[src/rtl/taptempo_pkg.sv]
// Shared encodings for the TapTempo debounce logic.
// Channel state encoding matches the original per-button debouncer, so waveforms and
// downstream decode stay compatible.
package taptempo_pkg;

  // Per-channel debounce state
  localparam logic [1:0] S_WAIT_LOW  = 2'd0;
  localparam logic [1:0] S_WAIT_HIGH = 2'd1;
  localparam logic [1:0] S_CNT_HIGH  = 2'd2;
  localparam logic [1:0] S_CNT_LOW   = 2'd3;

  // Scan scheduler state
  localparam logic SCH_IDLE = 1'b0;
  localparam logic SCH_SCAN = 1'b1;

  // Simulation shortens the debounce window so a full window is only a few scans long.
`ifdef COCOTB_SIM
  localparam int unsigned DEBOUNCE_PER_NS_DEFAULT = 40960;
`else
  localparam int unsigned DEBOUNCE_PER_NS_DEFAULT = 20_971_520;
`endif

  // The debounced level is high while counting up or settled high.
  function automatic logic state_is_high(input logic [1:0] st);
    return (st == S_CNT_HIGH) || (st == S_WAIT_HIGH);
  endfunction

endpackage

[src/rtl/sync2.sv]
// Two-flop synchroniser for asynchronous level inputs.
// Ports:
//   clk_i   - destination clock
//   rst_ni  - asynchronous active-low reset
//   d_i     - asynchronous input bits
//   q_o     - synchronised bits, two clk_i cycles behind d_i
module sync2 #(
  parameter int unsigned WIDTH = 1
) (
  input  logic             clk_i,
  input  logic             rst_ni,
  input  logic [WIDTH-1:0] d_i,
  output logic [WIDTH-1:0] q_o
);

  logic [WIDTH-1:0] meta_q;
  logic [WIDTH-1:0] sync_q;

  always_ff @(posedge clk_i or negedge rst_ni) begin
    if (!rst_ni) begin
      meta_q <= '0;
      sync_q <= '0;
    end else begin
      meta_q <= d_i;
      sync_q <= meta_q;
    end
  end

  assign q_o = sync_q;

endmodule

[src/rtl/debounce_scan_ctrl.sv]
// Time-multiplexed button debouncer. Each tp_i pulse triggers one scan that visits every
// channel once, in order, one channel per clk_i cycle. A single incrementer/comparator is
// shared by all channels; per-channel state and counters live in flop arrays.
// Ports:
//   clk_i    - system clock
//   rst_ni   - asynchronous active-low reset
//   tp_i     - timepulse, one clk_i cycle wide
//   btn_i    - raw button levels (asynchronous)
//   btn_o    - debounced levels
//   press_o  - one-cycle strobe on a debounced rising edge
//   busy_o   - scan in progress
//   ovf_o    - sticky: a timepulse was lost
module debounce_scan_ctrl
  import taptempo_pkg::*;
#(
  parameter int unsigned N_BTN           = 4,
  parameter int unsigned PULSE_PER_NS    = 5120,
  parameter int unsigned DEBOUNCE_PER_NS = DEBOUNCE_PER_NS_DEFAULT
) (
  input  logic             clk_i,
  input  logic             rst_ni,
  input  logic             tp_i,
  input  logic [N_BTN-1:0] btn_i,
  output logic [N_BTN-1:0] btn_o,
  output logic [N_BTN-1:0] press_o,
  output logic             busy_o,
  output logic             ovf_o
);

  localparam int unsigned MAX_COUNT = DEBOUNCE_PER_NS / PULSE_PER_NS;
  localparam int unsigned CNT_W     = (MAX_COUNT > 1) ? $clog2(MAX_COUNT) : 1;
  localparam int unsigned IDX_W     = (N_BTN > 1) ? $clog2(N_BTN) : 1;

  localparam logic [CNT_W-1:0] CNT_LAST = CNT_W'(MAX_COUNT - 1);
  localparam logic [IDX_W-1:0] IDX_LAST = IDX_W'(N_BTN - 1);

  logic [N_BTN-1:0] s_btn;

  sync2 #(
    .WIDTH (N_BTN)
  ) u_sync2 (
    .clk_i  (clk_i),
    .rst_ni (rst_ni),
    .d_i    (btn_i),
    .q_o    (s_btn)
  );

  // Scheduler
  logic             sch_q, sch_d;
  logic [IDX_W-1:0] idx_q, idx_d;
  logic             pend_q, pend_d;
  logic             ovf_q, ovf_d;

  always_comb begin
    sch_d  = sch_q;
    idx_d  = idx_q;
    pend_d = pend_q;
    // A pulse arriving while one is already queued can never be served separately.
    ovf_d  = ovf_q | (tp_i & pend_q);
    unique case (sch_q)
      SCH_IDLE: begin
        if (tp_i || pend_q) begin
          sch_d  = SCH_SCAN;
          idx_d  = '0;
          pend_d = 1'b0;
        end
      end
      SCH_SCAN: begin
        if (tp_i) pend_d = 1'b1;
        if (idx_q == IDX_LAST) begin
          sch_d = SCH_IDLE;
        end else begin
          idx_d = idx_q + IDX_W'(1);
        end
      end
      default: sch_d = SCH_IDLE;
    endcase
  end

  // Channel datapath, shared across channels via idx_q
  logic [1:0]       state_q [N_BTN];
  logic [1:0]       state_d [N_BTN];
  logic [CNT_W-1:0] cnt_q   [N_BTN];
  logic [CNT_W-1:0] cnt_d   [N_BTN];
  logic [N_BTN-1:0] press_q, press_d;

  logic [1:0]       cur_state, nxt_state;
  logic [CNT_W-1:0] cur_cnt, nxt_cnt;
  logic             cur_in;

  assign cur_state = state_q[idx_q];
  assign cur_cnt   = cnt_q[idx_q];
  assign cur_in    = s_btn[idx_q];

  always_comb begin
    nxt_state = cur_state;
    nxt_cnt   = cur_cnt;
    unique case (cur_state)
      S_WAIT_LOW: begin
        if (cur_in) begin
          nxt_state = S_CNT_HIGH;
          nxt_cnt   = '0;
        end
      end
      // Input is ignored while counting; this is what swallows bounce.
      S_CNT_HIGH: begin
        if (cur_cnt == CNT_LAST) begin
          nxt_state = S_WAIT_HIGH;
          nxt_cnt   = '0;
        end else begin
          nxt_cnt = cur_cnt + CNT_W'(1);
        end
      end
      S_WAIT_HIGH: begin
        if (!cur_in) begin
          nxt_state = S_CNT_LOW;
          nxt_cnt   = '0;
        end
      end
      S_CNT_LOW: begin
        if (cur_cnt == CNT_LAST) begin
          nxt_state = S_WAIT_LOW;
          nxt_cnt   = '0;
        end else begin
          nxt_cnt = cur_cnt + CNT_W'(1);
        end
      end
      default: nxt_state = S_WAIT_LOW;
    endcase
  end

  always_comb begin
    state_d = state_q;
    cnt_d   = cnt_q;
    press_d = '0;
    if (sch_q == SCH_SCAN) begin
      state_d[idx_q] = nxt_state;
      cnt_d[idx_q]   = nxt_cnt;
      press_d[idx_q] = (cur_state == S_WAIT_LOW) && (nxt_state == S_CNT_HIGH);
    end
  end

  always_ff @(posedge clk_i or negedge rst_ni) begin
    if (!rst_ni) begin
      sch_q   <= SCH_IDLE;
      idx_q   <= '0;
      pend_q  <= 1'b0;
      ovf_q   <= 1'b0;
      state_q <= '{default: S_WAIT_LOW};
      cnt_q   <= '{default: '0};
      press_q <= '0;
    end else begin
      sch_q   <= sch_d;
      idx_q   <= idx_d;
      pend_q  <= pend_d;
      ovf_q   <= ovf_d;
      state_q <= state_d;
      cnt_q   <= cnt_d;
      press_q <= press_d;
    end
  end

  always_comb begin
    btn_o = '0;
    for (int k = 0; k < N_BTN; k++) begin
      btn_o[k] = state_is_high(state_q[k]);
    end
  end

  assign press_o = press_q;
  assign busy_o  = (sch_q == SCH_SCAN);
  assign ovf_o   = ovf_q;

endmodule

[config.mk]
export PLATFORM = sky130hd
export DESIGN_NAME = debounce_scan_ctrl
export DESIGN_NICKNAME = d
export VERILOG_FILES = /design/src/rtl/taptempo_pkg.sv /design/src/rtl/sync2.sv /design/src/rtl/debounce_scan_ctrl.sv
export SDC_FILE = /design/constraint.sdc
export NUM_CORES = 1
export LEC_CHECK = 0
export BUFFER_PORTS_ARGS = -buffer_cell sky130_fd_sc_hd__buf_2
export CAP_MARGIN = 20
export CORE_MARGIN = 3
export CORE_UTILIZATION = 25
export CTS_CLUSTER_SIZE = 14
export DETAILED_ROUTE_END_ITERATION = 8
export RECOVER_POWER = 50
export SLEW_MARGIN = 20
export SYNTH_ARGS = -nofsm -noshare
export SYNTH_HDL_FRONTEND = slang
export SYNTH_SLANG_ARGS = --single-unit
[constraint.sdc]
create_clock -name clk_i -period 2.7 [get_ports clk_i]
set_clock_uncertainty 0.1 [all_clocks]
set_input_delay 0.54 -clock clk_i [delete_from_list [all_inputs] [get_ports clk_i]]
set_output_delay 0.54 -clock clk_i [all_outputs]
set_load 0.01 [all_outputs]
==> flow_metrics.py, run 1 <==
metrics = {
    "run_status": {
        "run_status": "complete, but fails checks",
        "violations": "max-capacitance violations, max-slew violations",
    },
    "placed_design": {
        "place_hpwl_mm": 5.49,
        "gp_congestion": 0.913,
        "placed_cells": 491,
        "placement.cell_area_sq_um": 3940,
        "io_buffers": 16,
    },
    "hold_path": {
        "hold_depth": 1,
        "type_of_the_tightest_min_delay_check": "in -> reg",
        "worstHoldEndpoint": "u_sync2.meta_q[2]$_DFF_PN0_",
        "holdCritStartpoint": "btn_i[2]",
    },
    "die": {
        "initial_utilization": 0.258,
        "boundary_pin_count": 17,
        "num_rows": 43,
        "fp.coreArea_sq_um": 14000,
        "chip_width_um": 126,
        "die-height_um": 126,
        "die_area_sq_um": 16000,
    },
    "critical_path": {
        "r2r.worst_path.cells": 8,
        "crit_buf_inv": 2,
        "critPathRequiredTime_ns": 2.78,
        "cpPeakStageDelay_ns": 0.39,
        "timing.rr.start": "idx_q[0]$_DFFE_PN0P_",
        "cp_slowest_cell": "dfrtp_1",
        "regToRegEndpoint": "cnt_q[34]$_DFFE_PN0P_",
        "start_kind": "flip-flop",
        "worstPathArrival_ns": 2.58,
        "ff2ff_setup_slack_ns": 0.20,
        "cp_cell_sequence": "buf_12 > mux4_1 > ha_1 > nand3_4 > buf_4 > o311a_1 > a221oi_2 > o21ai_1",
        "cp_top_family": "compound AO/OA/AOI/OAI gates",
        "critical_path_sink_type": "flip-flop",
        "peak_fanout_along_the_critical_path": 18,
        "critical_setup_path_class": "reg -> reg",
        "crit_start": "idx_q[0]$_DFFE_PN0P_",
    },
    "clocking": {
        "clk_latency_ns": 0.33,
        "htree_num_levels": 3,
        "clock_tree_from_tritoncts": "built",
        "clock-root-buffer": "clkbuf_16",
        "path_clk_slew_ns": 0.05,
        "cts.path.max_buffers": 2,
        "post_cts.repair.setup_buffers": 0,
        "tritoncts.num_buffers": 9,
        "numClockSinks": 73,
    },
    "route": {
        "avgViaCountPerCell": 4.82,
        "dr.pass1.iters": 4,
        "vias": 2437,
        "postRouteAntennaNets": 0,
        "detail_route.drc_violations": 0,
        "starting_drt_drc_count": 125,
        "routed_wire_length_per_instance_um": 15.5,
        "detail_route.wirelength_mm": 7.85,
    },
    "global_route": {
        "overflow": 0,
        "gr_util_all_layers": 0.103,
        "grtUsageMet3": 0.0299,
        "grt_first_pass_wirelength_mm": 13.1,
        "grt_antenna_before_repair": 0,
        "grt.met2_usage": 0.159,
        "gr-max-usage-layer": "met2",
        "grt_pass1_vias": 2510,
        "gr-usage-met1": 0.141,
        "grt_start_max_net_pins": 45,
    },
    "timing": {
        "rsz0062_at_grt": "false",
        "drv_slew": 31,
        "report.final.hold_viol_count": 0,
        "relSlewSlack": -0.0661,
        "timing.setup.tns_ns": 0,
        "clock.fmax_mhz": 400,
        "final_period_minus_worst_setup_slack_ns": 2.50,
        "hold_slack_ns": 0.217,
        "setup_viol_count_final": 0,
        "transition_time_of_the_tightest_slew_check_pin_ns": 1.60,
        "final_min_period_over_clock_period": 0.927,
    },
    "synth": {
        "ys_ff_latch": 73,
        "postSynthCellCount": 296,
        "synth_area_sq_um": 3620,
        "leading_register_cell_type_out_of_synthesis": "dfrtp_1",
        "syn_avg_cell_area_sq_um": 12.2,
        "synth.most_common_cell": "dfrtp_1",
        "synth-edff-count": 0,
        "synthArstFlopShare": 1.00,
        "syn_nets": 308,
        "synth.largest_area_cell": "dfrtp_1",
        "synth-warning-count": 0,
        "synthDominantCellAreaShare": 0.505,
        "seq_area_frac_synth": 0.505,
        "post_synth_main_area_contributors": "dfrtp_1 (50%), mux4_1 (7.3%), nand2_1 (4.5%)",
        "synth.distinct_cells": 54,
        "synth_commonest_cells": "dfrtp_1 (73), nand2_1 (43), o21ai_0 (24)",
    },
    "layout": {
        "n_fill_cell": 1421,
        "area_growth_syn_to_layout_pct": 17.5,
        "diodes": 0,
        "finalNonFillerCells": 506,
        "stdcell_area_sq_um": 4250,
        "post_route_cells_drive_above_1_share": 0.258,
        "final_net_count": 334,
    },
    "job": {
        "number_of_maximum_capacitance_violations": 1,
    },
    "power_and_ir_drop": {
        "leak_pwr_nw": 1.86,
        "peakVddDrop_v": 0.000376,
        "power-per-cell-area_nw_per_um2": 1070,
    },
}
## logic make-up after synthesis
kind of cell | synth area share
AOI/OAI and AO/OA | 0.143
xor gates and xnor gates | 0.0194
adders and majority gates | 0.0173
buffers and inverters | 0.0474
DFF | 0.505
muxes | 0.160
and+or+nand+nor | 0.108
## layout by cell type (no fill, tap or decap), drive strengths merged, types with 3 or more instances in the layout
cell,instances
mux4,15
a21oi,3
and2,5
a31oi,4
buf,32
mux2,16
clkbuf,12
nor4,4
ha,5
o21ai,30
a211oi,3
xor2,5
nand2,43
nand4,3
a22oi,5
inv,6
o31ai,10
dfrtp,73
nand3,8
nor2,11
xnor2,3
## power by group
group          total (mW)  internal [mW]  switching [mW]
combinational        1.85          0.726            1.12
clock                1.28          0.827           0.449
sequential           1.44           1.30           0.144
## registers in the layout, indices dropped and copies added, names as in the netlist
name            cells
cnt_q              48
state_q             8
press_o             4
u_sync2.meta_q      4
u_sync2.q_o         4
idx_q               2
busy_o              1
ovf_o               1
pend_q              1
## per-layer routing
| layer | vias to the layer above | wire length, um |
|---|---|---|
| met1 | 1254 | 3880 |
| met5 | - | 0 |
| met2 | 36 | 3630 |
| li1 | 1142 | - |
| met4 | 0 | 57 |
| met3 | 5 | 286 |
## worst max-delay path by stage
stage	endpoint	slack [ns]	cells past startpoint
3_3_place_gp	state_q[4]$_DFFE_PN0P_	0.12	7
3_5_place_dp	cnt_q[11]$_DFFE_PN0P_	0.03	6
4_1_cts	cnt_q[11]$_DFFE_PN0P_	0.05	6
6_report	cnt_q[34]$_DFFE_PN0P_	0.20	8
5_1_grt	cnt_q[31]$_DFFE_PN0P_	0.02	6
2_1_floorplan	cnt_q[18]$_DFFE_PN0P_	0.23	9
## worst register-to-register path, stage by stage, from the launching register on
cell and delay [ns]:
dfrtp_1 0.39, buf_12 0.17, mux4_1 0.37, ha_1 0.24, nand3_4 0.18, buf_4 0.21, o311a_1 0.29, a221oi_2 0.31
o21ai_1 0.10
## what timing repair did
action / 4_1_cts / 5_1_grt
endpoints found under the hold margin: 0 / 0
gates resized for setup: 0 / 3
setup endpoints to repair: 0 / 23
hold buffers: 0 / 0
## area by class of cell
cell class                 instances  area, sq um  share of cell area
inverter                           6         22.5             0.00530
clock inverter                     5         80.1              0.0188
timing repair buffer              34          226              0.0533
clock buffer                      10          239              0.0562
sequential                        73         1830               0.430
multi-input combinational        198         1630               0.383
tap                              180          225              0.0530
## per-stage QoR
stage / setup slack [ns] / utilization / power, mW
2_1_floorplan: 0.232 / - / 2.79
3_3_place_gp: 0.116 / 0.280 / 3.25
3_5_place_dp: 0.0266 / 0.280 / 3.31
4_1_cts: 0.0501 / 0.303 / 4.60
5_1_grt: 0.0244 / 0.303 / 4.86
6_report: 0.197 / 0.303 / 4.56
No activity file was read; power rests on OpenSTA's default activity.
==> inputs of run 2 (changes only) <==
Settings changed: BUFFER_PORTS_ARGS -buffer_cell sky130_fd_sc_hd__buf_2 to -buffer_cell sky130_fd_sc_hd__clkbuf_2, CORE_MARGIN 3 to default.
==> run 2 against run 1 <==
Net effect:
- global-route usage grew 1.3 points
- the flow still finishes with violations (max-capacitance violations, max-slew violations)
- cell area shrank 0.41%
- via count grew 0.21%
- fmax shrank 0.41%
- critical path depth shrank 2
==> flow_metrics.py, run 2 (synthesis results as in run 1) <==
metrics = {
    "layout": {
        "finalNonFillerCells": 504,
        "final_net_count": 332,
        "largest-register": "cnt_q",
        "area_growth_syn_to_layout_pct": 17.0,
        "diodes": 0,
        "top_regs": "cnt_q x48, state_q x8",
        "commonest_non_fill_non_tap_cell_in_the_layout": "dfrtp_1",
        "stdcell_area_sq_um": 4230,
        "final_cell_mix": "dfrtp_1 (73), nand2_1 (43), o21ai_0 (24)",
        "layout.core_utilization": 0.303,
        "post_route_cells_drive_above_1_share": 0.250,
        "largest_register_ff_count": 48,
    },
    "critical_path": {
        "peak_fanout_along_the_critical_path": 18,
        "cp_slowest_cell": "mux4_1",
        "worstPathArrival_ns": 2.69,
        "r2r.worst_path.cells": 6,
        "regToRegEndpoint": "cnt_q[19]$_DFFE_PN0P_",
        "timing.rr.start": "idx_q[0]$_DFFE_PN0P_",
        "critical_setup_path_class": "reg -> reg",
        "ff2ff_setup_slack_ns": 0.19,
        "critical_path_sink_type": "flip-flop",
        "start_kind": "flip-flop",
        "cp_top_family": "compound AO/OA/AOI/OAI gates",
        "critPathRequiredTime_ns": 2.87,
        "cpPeakStageDelay_ns": 0.50,
        "cp_cell_sequence": "buf_12 > mux4_1 > nand4_1 > o311ai_0 > a21boi_1 > mux2_2",
        "crit_buf_inv": 1,
    },
    "clocking": {
        "htree_num_levels": 3,
        "path_clk_slew_ns": 0.05,
        "numClockSinks": 73,
        "clock_tree_from_tritoncts": "built",
        "cts.path.max_buffers": 2,
        "hold_fix_buffers_cts": 0,
        "post_cts.repair.setup_buffers": 0,
        "clock-root-buffer": "clkbuf_16",
        "clk_latency_ns": 0.33,
        "cts-resized-gates": 0,
        "tritoncts.num_buffers": 9,
    },
    "route": {
        "postRouteAntennaNets": 0,
        "detail_route.wirelength_mm": 7.56,
        "starting_drt_drc_count": 148,
        "vias": 2442,
        "detail_route.drc_violations": 0,
        "routed_wire_length_per_instance_um": 15.0,
        "dr.pass1.iters": 5,
        "avgViaCountPerCell": 4.85,
    },
    "timing": {
        "drv_slew": 38,
        "clock.fmax_mhz": 398,
        "worst_path_setup_slack_after_routing_ns": 0.187,
        "final_period_minus_worst_setup_slack_ns": 2.51,
        "hold_slack_ns": 0.211,
        "transition_time_of_the_tightest_slew_check_pin_ns": 2.07,
        "rsz0062_at_grt": "false",
        "final_min_period_over_clock_period": 0.931,
        "relSlewSlack": -0.382,
        "timing.setup.tns_ns": 0,
        "setup_viol_count_final": 0,
        "report.final.hold_viol_count": 0,
    },
    "placed_design": {
        "gp_congestion": 0.891,
        "io_buffers": 16,
        "place_hpwl_mm": 5.38,
        "placement.setup.worst_slack_ns": 0.140,
        "placed_cells": 489,
        "placement.cell_area_sq_um": 3920,
    },
    "global_route": {
        "grt_antenna_before_repair": 0,
        "gr_util_all_layers": 0.116,
        "overflow": 0,
        "grt_start_max_net_pins": 39,
        "grt_pass1_vias": 2467,
        "grt_first_pass_wirelength_mm": 13.1,
    },
    "die": {
        "die_area_sq_um": 15000,
        "num_rows": 43,
        "initial_utilization": 0.259,
        "chip_width_um": 122,
        "fp.coreArea_sq_um": 14000,
        "boundary_pin_count": 17,
        "die-height_um": 122,
    },
    "run_status": {
        "run_status": "complete, but fails checks",
        "violations": "max-capacitance violations, max-slew violations",
    },
    "power_and_ir_drop": {
        "peakVddDrop_v": 0.000392,
        "post-layout-total-power_mw": 4.46,
        "comb_power_share": 0.416,
        "p_int_mw": 2.79,
        "clock_share_of_power": 0.264,
        "p_seq_frac": 0.320,
        "leak_pwr_nw": 1.86,
        "power-per-cell-area_nw_per_um2": 1050,
        "p_switching_mw": 1.67,
        "power.switching_fraction": 0.374,
    },
    "hold_path": {
        "type_of_the_tightest_min_delay_check": "in -> reg",
        "worstHoldEndpoint": "u_sync2.meta_q[2]$_DFF_PN0_",
        "holdCritStartpoint": "btn_i[2]",
        "hold_depth": 1,
    },
    "job": {
        "number_of_maximum_capacitance_violations": 1,
    },
}
==> run 2: changes by cell type in the layout (fill, tap and decap cells not counted), sizes merged <==
cell	delta
buf	-16
clkbuf	+16
clkinvlp	-2
bufinv	-1
clkinv	+1
==> run 2: layout make-up <==
class,count,area (sq um)
clock buffers,12,256
repair buffers,32,224
clock inverters,3,40.0
inverters,6,22.5
multi-input cells,198,1640
well taps,180,225
flip-flops and latches,73,1830
fillers,1424,9760
==> run 2: power by group through the flow <==
stage               Combinational (mW)  Sequential [mW]  Clock [mW]
floorplan                         1.39             1.41           0
detailed placement                1.83             1.45           0
global route                      2.05             1.45        1.25
global placement                  1.80             1.44           0
finish                            1.85             1.42        1.18
CTS                               1.84             1.43        1.21
==> run 2: worst reg2reg max path, delay by kind of cell (launching register included) <==
kind | cells | cell delay, ns
flops | 1 | 0.39
buf+inv | 1 | 0.17
compound gates | 2 | 0.81
mux | 2 | 0.73
simple gates | 1 | 0.25
==> run 2: per-layer routing <==
metal  track usage  up-vias  part of all wire
li1              -     1146                 -
met1         0.155     1220              0.48
met2         0.170       62              0.45
met3        0.0395       14             0.057
met4        0.0465        0             0.020
met5             0        -                 0
==> run 2: worst max path at each step <==
stage | start | end | slack (ns) | cells past startpoint
after floorplan | idx_q[0]$_DFFE_PN0P_ | cnt_q[18]$_DFFE_PN0P_ | 0.23 | 9
after global placement | idx_q[0]$_DFFE_PN0P_ | cnt_q[47]$_DFFE_PN0P_ | 0.20 | 7
after detailed placement | idx_q[0]$_DFFE_PN0P_ | cnt_q[18]$_DFFE_PN0P_ | 0.14 | 7
after CTS | idx_q[0]$_DFFE_PN0P_ | cnt_q[18]$_DFFE_PN0P_ | 0.13 | 7
after global routing | idx_q[0]$_DFFE_PN0P_ | cnt_q[7]$_DFFE_PN0P_ | 0.02 | 6
final | idx_q[0]$_DFFE_PN0P_ | cnt_q[19]$_DFFE_PN0P_ | 0.19 | 6
==> inputs of run 3 (changes only) <==
Settings changed: CTS_BUF_LIST from default to sky130_fd_sc_hd__clkbuf_8 sky130_fd_sc_hd__clkbuf_16.
==> run 3 against run 2 <==
Net effect:
- the run still ends with max-capacitance violations, max-slew violations left
- sequential power about the same
- cell area unchanged
- sequential share of layout area did not move
- flip-flop and latch count did not move
- total power about the same
- die area unchanged
- global-route usage stayed put
- critical endpoint unchanged
==> flow_metrics.py, run 3 (synthesis results as in run 1) <==
metrics = {
    "timing": {
        "relSlewSlack": -0.382,
        "clock.fmax_mhz": 397,
        "drv_slew": 38,
        "timing.setup.tns_ns": 0,
        "setup_viol_count_final": 0,
        "final_min_period_over_clock_period": 0.932,
        "transition_time_of_the_tightest_slew_check_pin_ns": 2.07,
        "report.final.hold_viol_count": 0,
        "rsz0062_at_grt": "false",
        "final_period_minus_worst_setup_slack_ns": 2.52,
    },
    "run_status": {
        "run_status": "complete, but fails checks",
        "violations": "max-capacitance violations, max-slew violations",
    },
    "power_and_ir_drop": {
        "power-per-cell-area_nw_per_um2": 1050,
        "post-layout-total-power_mw": 4.45,
        "p_switching_mw": 1.67,
        "peakVddDrop_v": 0.000392,
        "p_seq_frac": 0.320,
        "power.switching_fraction": 0.375,
        "leak_pwr_nw": 1.86,
        "clock_share_of_power": 0.264,
        "comb_power_share": 0.417,
        "p_int_mw": 2.78,
    },
    "clocking": {
        "clock-root-buffer": "clkbuf_16",
        "clk_latency_ns": 0.33,
        "path_clk_slew_ns": 0.05,
        "hold_fix_buffers_cts": 0,
        "cts.path.max_buffers": 2,
        "numClockSinks": 73,
        "clock_tree_from_tritoncts": "built",
        "htree_num_levels": 3,
        "tritoncts.num_buffers": 9,
    },
    "layout": {
        "diodes": 0,
        "n_fill_cell": 1424,
        "largest-register": "cnt_q",
        "final_cell_mix": "dfrtp_1 (73), nand2_1 (43), o21ai_0 (24)",
        "largest_register_ff_count": 48,
        "ff_latch_area_sq_um": 1830,
        "stdcell_area_sq_um": 4230,
        "top_regs": "cnt_q x48, state_q x8",
        "area_growth_syn_to_layout_pct": 17.0,
        "commonest_non_fill_non_tap_cell_in_the_layout": "dfrtp_1",
        "post_route_cells_drive_above_1_share": 0.250,
        "final_net_count": 332,
        "layout.core_utilization": 0.303,
        "area_of_the_multi_input_gates_sq_um": 1640,
    },
    "die": {
        "num_rows": 43,
        "die-height_um": 122,
        "boundary_pin_count": 17,
        "chip_width_um": 122,
        "initial_utilization": 0.259,
        "fp.coreArea_sq_um": 14000,
        "die_area_sq_um": 15000,
    },
    "placed_design": {
        "place_hpwl_mm": 5.38,
        "placement.cell_area_sq_um": 3920,
        "io_buffers": 16,
        "gp_congestion": 0.891,
    },
    "global_route": {
        "grt.met2_usage": 0.170,
        "grt_pass1_vias": 2467,
        "gr-usage-met1": 0.155,
        "grtUsageMet3": 0.0395,
        "grt_first_pass_wirelength_mm": 13.1,
        "grt_antenna_before_repair": 0,
        "grt_start_max_net_pins": 39,
        "gr_util_all_layers": 0.116,
        "overflow": 0,
        "gr-max-usage-layer": "met2",
    },
    "critical_path": {
        "critical_path_sink_type": "flip-flop",
        "worstPathArrival_ns": 2.69,
        "critical_setup_path_class": "reg -> reg",
        "peak_fanout_along_the_critical_path": 18,
        "critPathRequiredTime_ns": 2.87,
        "start_kind": "flip-flop",
    },
    "route": {
        "starting_drt_drc_count": 148,
        "avgViaCountPerCell": 4.84,
        "postRouteAntennaNets": 0,
        "detail_route.drc_violations": 0,
        "detail_route.wirelength_mm": 7.57,
        "routed_wire_length_per_instance_um": 15.0,
        "dr.pass1.iters": 5,
        "vias": 2438,
    },
    "job": {
        "number_of_maximum_capacitance_violations": 1,
    },
    "hold_path": {
        "type_of_the_tightest_min_delay_check": "in -> reg",
    },
}
[run 3: cell types whose count changed in the layout (fill, tap and decap cells not counted), sizes merged]
cell / before / now
clkbuf: 28 / 27
inv: 6 / 7
[run 3: power groups by stage]
stage          clock [mW]  sequential, mW  combinational [mW]
4_1_cts              1.20            1.43                1.84
6_report             1.17            1.42                1.86
5_1_grt              1.25            1.45                2.05
3_3_place_gp            0            1.44                1.80
3_5_place_dp            0            1.45                1.83
2_1_floorplan           0            1.41                1.39
[run 3: layout make-up]
type / count / area share
inverters: 6 / 0.00532
multi-input cells: 198 / 0.387
repair buffers: 32 / 0.0529
clock inverters: 4 / 0.0103
clock buffers: 11 / 0.0597
flip-flops and latches: 73 / 0.432
well taps: 180 / 0.0532
[run 3: critical path, stage by stage (launching register included)]
cell      delay (ns)
dfrtp_1         0.39
buf_12          0.17
mux4_1          0.50
nand4_1         0.25
o311ai_0        0.41
a21boi_1        0.41
mux2_2          0.23
[run 3: path summary, 6_finish.rpt]
path	slack [ns]	endpoint	start	cells past startpoint
max in group asynchronous	0.61	press_o[2]$_DFF_PN0_	rst_ni	1
min in group asynchronous	0.71	cnt_q[31]$_DFFE_PN0P_	rst_ni	1
worst max register to register	0.18	cnt_q[19]$_DFFE_PN0P_	idx_q[0]$_DFFE_PN0P_	6
worst min-delay path	0.21	u_sync2.meta_q[2]$_DFF_PN0_	btn_i[2]	1
worst max-delay path	0.18	cnt_q[19]$_DFFE_PN0P_	idx_q[0]$_DFFE_PN0P_	6
worst min register to register	0.25	u_sync2.q_o[3]$_DFF_PN0_	u_sync2.meta_q[3]$_DFF_PN0_	0
[run 3: repair_timing]
| item | CTS | global route |
|---|---|---|
| endpoints found under the setup margin | 0 | 13 |
| setup buffers | 0 | 0 |
| gates resized for setup | 0 | 3 |
[run 3: routing by layer]
layer  vias to the layer above  share of wire
met4                         0          0.020
li1                       1146              -
met5                         -              0
met3                        14          0.057
met1                      1222           0.48
met2                        56           0.45
[run 3: through the flow]
step                hold WS, ns  setup WS, ns  std cells
CTS                       0.200         0.125        504
detailed placement        0.240         0.140        489
finish                    0.211         0.183        504
floorplan                 0.144         0.232        296
global route              0.204        0.0211        504
global placement          0.238         0.204        489
